## src/rtl/logic_unit_arbiter.sv

```systemverilog
// Round-robin sequencer sharing one combinational 16-bit logic unit.
// One request in flight: IDLE accepts, ISSUE captures, RESP returns.
module logic_unit_arbiter #(
    parameter int N_REQ = 4,
    parameter int WIDTH = 16,
    parameter int ID_W  = 2
) (
    input  logic                   clk,
    input  logic                   rst,
    input  logic [N_REQ-1:0]       req_valid,
    output logic [N_REQ-1:0]       req_ready,
    input  logic [2*N_REQ-1:0]     req_op,
    input  logic [WIDTH*N_REQ-1:0] req_x,
    input  logic [WIDTH*N_REQ-1:0] req_y,
    output logic [WIDTH-1:0]       lu_x,
    output logic [WIDTH-1:0]       lu_y,
    output logic [1:0]             lu_op,
    input  logic [WIDTH-1:0]       lu_out,
    output logic                   rsp_valid,
    input  logic                   rsp_ready,
    output logic [WIDTH-1:0]       rsp_data,
    output logic [ID_W-1:0]        rsp_id,
    output logic                   busy
);

    typedef enum logic [1:0] {IDLE, ISSUE, RESP} state_t;

    state_t           state;
    state_t           state_nxt;
    logic [ID_W-1:0]  ptr;
    logic [ID_W-1:0]  ptr_nxt;
    logic [ID_W-1:0]  gnt;
    logic [ID_W:0]    cand;
    logic             gnt_ok;
    logic [WIDTH-1:0] sel_x;
    logic [WIDTH-1:0] sel_y;
    logic [1:0]       sel_op;

    // Search ptr, ptr+1, ... wrapping; the first valid requester wins.
    always_comb begin
        gnt    = '0;
        gnt_ok = 1'b0;
        cand   = '0;
        for (int k = 0; k < N_REQ; k++) begin
            cand = {1'b0, ptr} + (ID_W+1)'(k);
            if (cand >= (ID_W+1)'(N_REQ))
                cand = cand - (ID_W+1)'(N_REQ);
            if (!gnt_ok && req_valid[cand[ID_W-1:0]]) begin
                gnt    = cand[ID_W-1:0];
                gnt_ok = 1'b1;
            end
        end
    end

    always_comb begin
        sel_x  = '0;
        sel_y  = '0;
        sel_op = '0;
        for (int i = 0; i < N_REQ; i++) begin
            if (gnt == ID_W'(i)) begin
                sel_x  = req_x[i*WIDTH +: WIDTH];
                sel_y  = req_y[i*WIDTH +: WIDTH];
                sel_op = req_op[2*i +: 2];
            end
        end
    end

    always_comb begin
        req_ready = '0;
        if (state == IDLE && gnt_ok)
            req_ready[gnt] = 1'b1;
    end

    assign ptr_nxt = (rsp_id == ID_W'(N_REQ-1)) ? '0 : rsp_id + 1'b1;
    assign busy    = (state != IDLE);

    always_comb begin
        state_nxt = state;
        case (state)
            IDLE:    if (gnt_ok) state_nxt = ISSUE;
            ISSUE:   state_nxt = RESP;
            RESP:    if (rsp_ready) state_nxt = IDLE;
            default: state_nxt = IDLE;
        endcase
    end

    always_ff @(posedge clk) begin
        if (rst) begin
            state     <= IDLE;
            ptr       <= '0;
            lu_x      <= '0;
            lu_y      <= '0;
            lu_op     <= '0;
            rsp_valid <= 1'b0;
            rsp_data  <= '0;
            rsp_id    <= '0;
        end else begin
            state <= state_nxt;
            case (state)
                IDLE: begin
                    if (gnt_ok) begin
                        lu_x   <= sel_x;
                        lu_y   <= sel_y;
                        lu_op  <= sel_op;
                        rsp_id <= gnt;
                    end
                end
                ISSUE: begin
                    rsp_data  <= lu_out;
                    rsp_valid <= 1'b1;
                end
                RESP: begin
                    if (rsp_ready) begin
                        rsp_valid <= 1'b0;
                        ptr       <= ptr_nxt;
                    end
                end
                default: ;
            endcase
        end
    end

endmodule
```

## config.mk

```make
export PLATFORM = sky130hd
export DESIGN_NAME = logic_unit_arbiter
export DESIGN_NICKNAME = d
export VERILOG_FILES = /design/src/rtl/logic_unit_arbiter.sv
export SDC_FILE = /design/constraint.sdc
export NUM_CORES = 1
export LEC_CHECK = 0
export CELL_PAD_IN_SITES_DETAIL_PLACEMENT = 1
export CELL_PAD_IN_SITES_GLOBAL_PLACEMENT = 2
export CORE_UTILIZATION = 19
export CTS_CLUSTER_DIAMETER = 120
export DETAILED_ROUTE_END_ITERATION = 10
export GPL_TIMING_DRIVEN = 1
export PLACE_DENSITY = 0.9
export SYNTH_ARGS = -nofsm -noshare
export SYNTH_HDL_FRONTEND = slang
export SYNTH_SLANG_ARGS = --single-unit
```

## constraint.sdc

```tcl
create_clock -name clk -period 2.6 [get_ports clk]
set_input_delay 0.39 -clock clk [delete_from_list [all_inputs] [get_ports clk]]
set_output_delay 0.39 -clock clk [all_outputs]
set_load 0.1 [all_outputs]
```

Yosys cells after proc, flatten, opt, wreduce, memory -nomap -nowiden
Index checks and enable logic that the tools add are counted.
{"block": "totals", "ff_bits": 57, "n_memories": 0, "ram_bits": 0, "rom_bits": 0, "word_cells": 91, "out_inout_bits": 58, "input_bits": 159, "latch_bits": 0}
{"block": "classes", "magnitude_cmp": 10, "mux": 41, "multipliers": 0, "bitwise": 0, "shifts": 0, "div_mod_pow": 0, "n_addsub": 8, "n_reduce_logical": 16, "n_eq_ne": 8}
{"cell": "16-bit 2-to-1 mux", "count": 8}
{"cell": "2-bit 2-to-1 mux", "count": 15}
{"cell": "2-bit by 3-bit < comparator with 1-bit output (second input constant)", "count": 5}
{"cell": "1-bit 2-to-1 mux", "count": 10}
{"cell": "3-bit >= comparator (second input constant)", "count": 3}
{"cell": "1-bit binary-select mux with 2-bit select", "count": 4}
{"cell": "2-bit equality test (second input constant)", "count": 4}
{"cell": "2-bit AND reduction", "count": 4}
{"cell": "2-bit by 1-bit subtractor with 2-bit output (second input constant)", "count": 4}
{"cell": "2-bit by 2-bit adder with 3-bit output (second input constant)", "count": 2}
{"cell": "2-bit one-hot mux with 3 select lines", "count": 1}
{"cell": "1-bit logical AND", "count": 5}
{"cell": "2-bit by 1-bit equality test with 1-bit output (second input constant)", "count": 2}
{"cell": "2-bit zero test", "count": 2}
{"cell": "4-bit 2-to-1 mux", "count": 1}
{"cell": "2-bit inequality test (second input constant)", "count": 2}
{"cell": "2-bit nonzero test", "count": 2}
{"cell": "2-bit by 1-bit adder with 3-bit output (second input constant)", "count": 1}
{"cell": "2-bit by 3-bit >= comparator with 1-bit output (second input constant)", "count": 1}
{"cell": "1-bit zero test", "count": 3}
{"cell": "2-bit by 1-bit adder with 2-bit output (second input constant)", "count": 1}
{"cell": "1-bit demux with 2-bit select", "count": 1}
{"cell": "2-bit by 1-bit >= comparator with 1-bit output (second input constant)", "count": 1}
{"cell": "1-bit one-hot mux with 2 select lines", "count": 1}

Longest topological paths before layout
Gate-level depths: netlist of the first run.
{"block": "logic_depth", "word_depth": 19, "mapped_depth": 8, "ltp_nobuf": 5}

Worst setup path before layout of the first run
Ideal clock, no wire load.
{"block": "synth_timing", "kind": "input-to-output", "start": "input port req_valid[2]", "end": "output port req_ready[1]", "t_arrival_ns": 3.090, "setup_slack_ns": -0.880, "cell_stages": 8, "path_buffers": 3, "required_time_ns": 2.210, "cell_sequence": "nor2b_1 -> buf_2 -> nor4b_4 -> or2_1 -> buf_4 -> buf_4 -> nand2_1 -> a21oi_1"}
{"block": "synth_between", "elab_chain_cells": 17, "elab_cells_between_ends": 29, "cone_classes": "order compare: 2; mux: 19; reduce/logical: 8"}
{"element": "start: declaration", "line": "10", "rtl": "input logic [N_REQ-1:0] req_valid,"}
{"element": "1-bit binary-select mux with 2-bit select", "line": "48", "rtl": "if (!gnt_ok && req_valid[cand[ID_W-1:0]]) begin"}
{"element": "1-bit 2-to-1 mux (not written as such)", "line": "48"}
{"element": "1-bit 2-to-1 mux", "line": "48"}
{"element": "1-bit zero test", "line": "48"}
{"element": "1-bit logical AND", "line": "48"}
{"element": "1-bit 2-to-1 mux", "line": "48"}
{"element": "1-bit zero test", "line": "48"}
{"element": "1-bit logical AND", "line": "48"}
{"element": "1-bit 2-to-1 mux", "line": "48"}
{"element": "1-bit zero test", "line": "48"}
{"element": "1-bit logical AND", "line": "48"}
{"element": "2-bit 2-to-1 mux", "line": "48"}
{"element": "2-bit by 3-bit < comparator with 1-bit output (not written as such) or 2-bit by 1-bit >= comparator with 1-bit output (tied branches)", "line": "71", "rtl": "req_ready[gnt] = 1'b1;"}
{"element": "1-bit logical AND (not written as such)", "line": "71"}
{"element": "1-bit 2-to-1 mux (not written as such)", "line": "71"}
{"element": "1-bit demux with 2-bit select", "line": "71"}
{"element": "4-bit 2-to-1 mux (*)", "line": "70", "rtl": "if (state == IDLE && gnt_ok)"}
{"element": "end: declaration", "line": "11", "rtl": "output logic [N_REQ-1:0] req_ready,"}
Mark *: on every way between the ends. The rest lies on a longest branch, timed or not. The select of a mux whose other input is x is not followed.

Worst setup path after layout of the first run
Ends and elaborated chain as after synthesis.

==> run_results.csv, run 1 <==
group,metric,value,unit
cells_and_area,fin_util,35.32,%
cts,cts_tree,"yes",
pwr,pwr-share-seq,24.9,%
worst_setup_path,crit_slowest_cell,"clkdlybuf4s50_1",
routing,postRouteAntennaNets,0,
synth,synth.cell_area,3545,sq um
synth,ys_seq_elements,57,
sta,hold_viol_final,0,
worst_setup_path,crit_fanout,4,
place,place.gp.congestion,0.8586,
worst_setup_path,worstPathCellList,"clkdlybuf4s50_1 > nor2b_1 > buf_4 > nor4b_4 > or2_4 > nand2_1 > a21oi_4 > buf_12",
place,post_dp_cell_area,6063,sq um
floorplanning,die_h,138.6,microns
synth,synth_edf_count,0,
routing,firstDrtPassIters,7,
cts,cts_root_buf,"clkbuf_16",
synth,yosysSeqAreaShare,32.19,%
routing,vias_per_cell,4.773,
synth,ys_warn_count,0,
cts,clock_latency,0.34,ns
cts,clk_path_buf_depth,2,
cells_and_area,drive_gt1_share,20.23,%
sta,worst_pin_slew,1.035,ns
worst_setup_path,crit_arrival,2.14,ns
routing,vias,4372,
global_routing,grt.overflow.total,0,
cts,h-tree-depth,3,
floorplanning,die_w,138.6,microns
cells_and_area,fin_area,6410,sq um
cts,cts.sinks,57,
floorplanning,dieArea,19210,sq um
min_path,hold_depth,2,
worst_setup_path,cpPeakStageDelay,0.43,ns
routing,detail_route.wl_per_cell,17.86,microns
routing,wl,16.36,mm
synth,synthArstFlopShare,0,%
global_routing,grt_pass1_vias,4561,
sta,max_freq,0.3946,GHz
pwr,p_int,2.461,mW
sta,whs,0.4554,ns
sta,slew_viol_final,0,
cells_and_area,nFillCells,2135,
sta,fin_crit_sh,97.48,%
pwr,total_power,4.193,mW
global_routing,antenna_found_initial,0,
cells_and_area,antenna_cells,0,
cts,postCtsSetupBuffers,0,
min_path,hp-class,"reg -> reg",
sta,period_needed,2.534,ns
worst_setup_path,reg2reg_depth,5,
global_routing,grt_use_total,17.15,%
worst_setup_path,critPathCaptureType,"output pin",
status,status,"finished, violations left",
floorplanning,fp-row-count,49,
cells_and_area,fin_nets,842,
synth,yosysTopAreaCell,"dfxtp_1",
pwr,p_leak,2.488,nW
sta,setup_tns,0,ns
floorplanning,start_util,19.53,%
pwr,combinationalPowerShare,43.2,%
sta,fin_skew,0.005566,ns
synth,postSynthCellCount,460,
pwr,p_clk_share,31.9,%
worst_setup_path,required,2.21,ns
cells_and_area,area_delta_synth_final,80.83,%
routing,drt_iter0_drc,149,
worst_setup_path,critical_path_class,"in -> out",
synth,yosys-top-cells-area,"dfxtp_1 32%, nand2_1 6.6%, nand3_1 5.1%",
synth,yosysTopAreaCellShare,32.19,%
sta,setup_viol,0,
worst_setup_path,startpoint_type,"input port",
cts,path_clk_slew,0.05,ns
run,max_cap_violations,0,
cells_and_area,multiInputGateArea,2216,sq um
global_routing,grt_max_degree,45,
synth,ys.flop_type,"dfxtp_1",
status,violations,"DRC",
sta,max_slew_margin,29.90,%
floorplanning,core_area,18150,sq um
place,dp_hpwl,12.38,mm
cts,cts_buffers,9,
pwr,power.density,654.1,nW/um^2
cells_and_area,seqCellArea,1141,sq um
pwr,p_switching,1.732,mW
synth,synth.avg_cell_area,7.706,sq um
floorplanning,ioPinCount,217,
global_routing,grt_pass1_wl,25.50,mm
place,port_buffers,216,
synth,yosysUniqueCellTypes,48,
pwr,ir_drop,299.5,uV
sta,grt_setup_unrepaired,"true",
synth,synth_nets,620,
pwr,swShare,41.31,%
routing,drc,12,
-- flip-flops by register name (all words and copies together) (netlist names) --
signal / cells
rsp_id: 2
state: 2
rsp_valid: 1
lu_x: 16
ptr: 2
rsp_data: 16
lu_op: 2
lu_y: 16
-- cells in the final DEF (no fill, tap or decap), types with 3 or more instances in the layout --
cell             instances
a2111oi_0                3
a211oi_1                20
a21o_1                  21
a21oi_1                 28
a41oi_1                  9
a41oi_2                  8
and3_1                   9
buf_12                   8
buf_4                   88
clkbuf_16                9
clkdlybuf4s50_1        157
dfxtp_1                 57
inv_1                   10
nand2_1                 61
nand2b_1                 9
nand3_1                 36
nor2_1                  25
nor2b_1                  5
nor3_1                   7
nor3b_1                  7
nor4_1                  10
nor4b_1                  7
o211ai_1                 7
o21ai_0                 24
o21bai_1                18
o31ai_2                  4
o32ai_1                  3
-- routing by layer --
layer  vias up  GRT usage [%]  wire length [microns]  part of all wire (%)
li1       2134              -                      -                     -
met1      2088          21.32                   7350                    45
met2       139          29.28                   7866                    48
met3        11          5.007                    984                   6.0
met4         0          3.548                    163                   1.0
met5         -              0                      0                     0
-- through the flow --
step | setup slack (ns) | instances
2_1_floorplan | -0.2572 | 460
3_3_place_gp | -0.04140 | 900
3_5_place_dp | -0.03034 | 900
4_1_cts | 0.01664 | 916
5_1_grt | -0.05354 | 916
6_report | 0.06561 | 916
-- what timing repair did --
| item | in CTS | in global routing |
|---|---|---|
| endpoints found under the setup margin | 2 | 3 |
| hold buffers | 0 | 0 |
| resized for setup | 2 | 2 |
| endpoints found under the hold margin | 0 | 0 |
| pin swaps | 0 | 1 |
-- logic make-up after synthesis --
| family | share of synthesized area [%] |
|---|---|
| AO/OA/AOI/OAI | 33.39 |
| adder cells (fa/ha/maj) | 0.3529 |
| buffers and inverters | 6.495 |
| flip-flops | 32.19 |
| multiplexers | 0.2824 |
| AND/OR/NAND/NOR | 27.29 |
-- path summary, 6_finish.rpt --
check,startpoint,endpoint,slack (ns)
max,req_valid[2],req_ready[1],0.07
min,rsp_data[0],rsp_data[0],0.46
max reg2reg,ptr[1],lu_y[4],0.39
min reg2reg,rsp_data[0],rsp_data[0],0.46
-- area by class of cell --
cell class | count | area share (%)
clock inverter | 4 | 1.171
tap | 229 | 4.470
clock buffer | 12 | 4.002
multi-input combinational | 350 | 34.57
inverter | 10 | 0.5856
sequential | 57 | 17.80
timing repair buffer | 254 | 37.40
-- cell usage after synthesis, types with 2 or more instances --
library cell	instances
nand2_1	62
dfxtp_1	57
nand3_1	36
a21oi_1	30
clkbuf_1	30
nor2_1	26
o21ai_0	24
a21o_1	21
a211oi_1	20
o21bai_1	19
inv_1	10
nor4_1	10
a41oi_1	9
and3_1	9
nand2b_1	9
a41oi_2	8
buf_2	7
nor3_1	7
nor3b_1	7
nor4b_1	7
o211ai_1	7
nor2b_1	6
o31ai_2	4
a2111oi_0	3
o32ai_1	3
buf_1	2
buf_4	2
buf_6	2
o21a_1	2
o31ai_1	2
or3b_2	2
-- worst max-delay path, delay by kind of cell --
family,cells,cell delay (ns)
buf+inv,3,0.79
simple gates,4,0.77
compound gates,1,0.19
-- power by group through the flow --
stage / logic, mW / clock network (mW) / registers, mW
after floorplan: 0.484 / 0 / 1.76
final: 1.81 / 1.34 / 1.04
after CTS: 1.82 / 1.38 / 1.04
after detailed placement: 1.82 / 0 / 1.06
after global placement: 1.81 / 0 / 1.06
after global routing: 1.90 / 1.42 / 1.06
Note: power is estimated with default switching activity, not from simulation.
==> run 2: changes to the inputs <==
Settings changed: HOLD_SLACK_MARGIN from default to 0.02.
==> results of run 2 <==
Same layout as run 1: the final DEF is identical, and so are final timing and power.
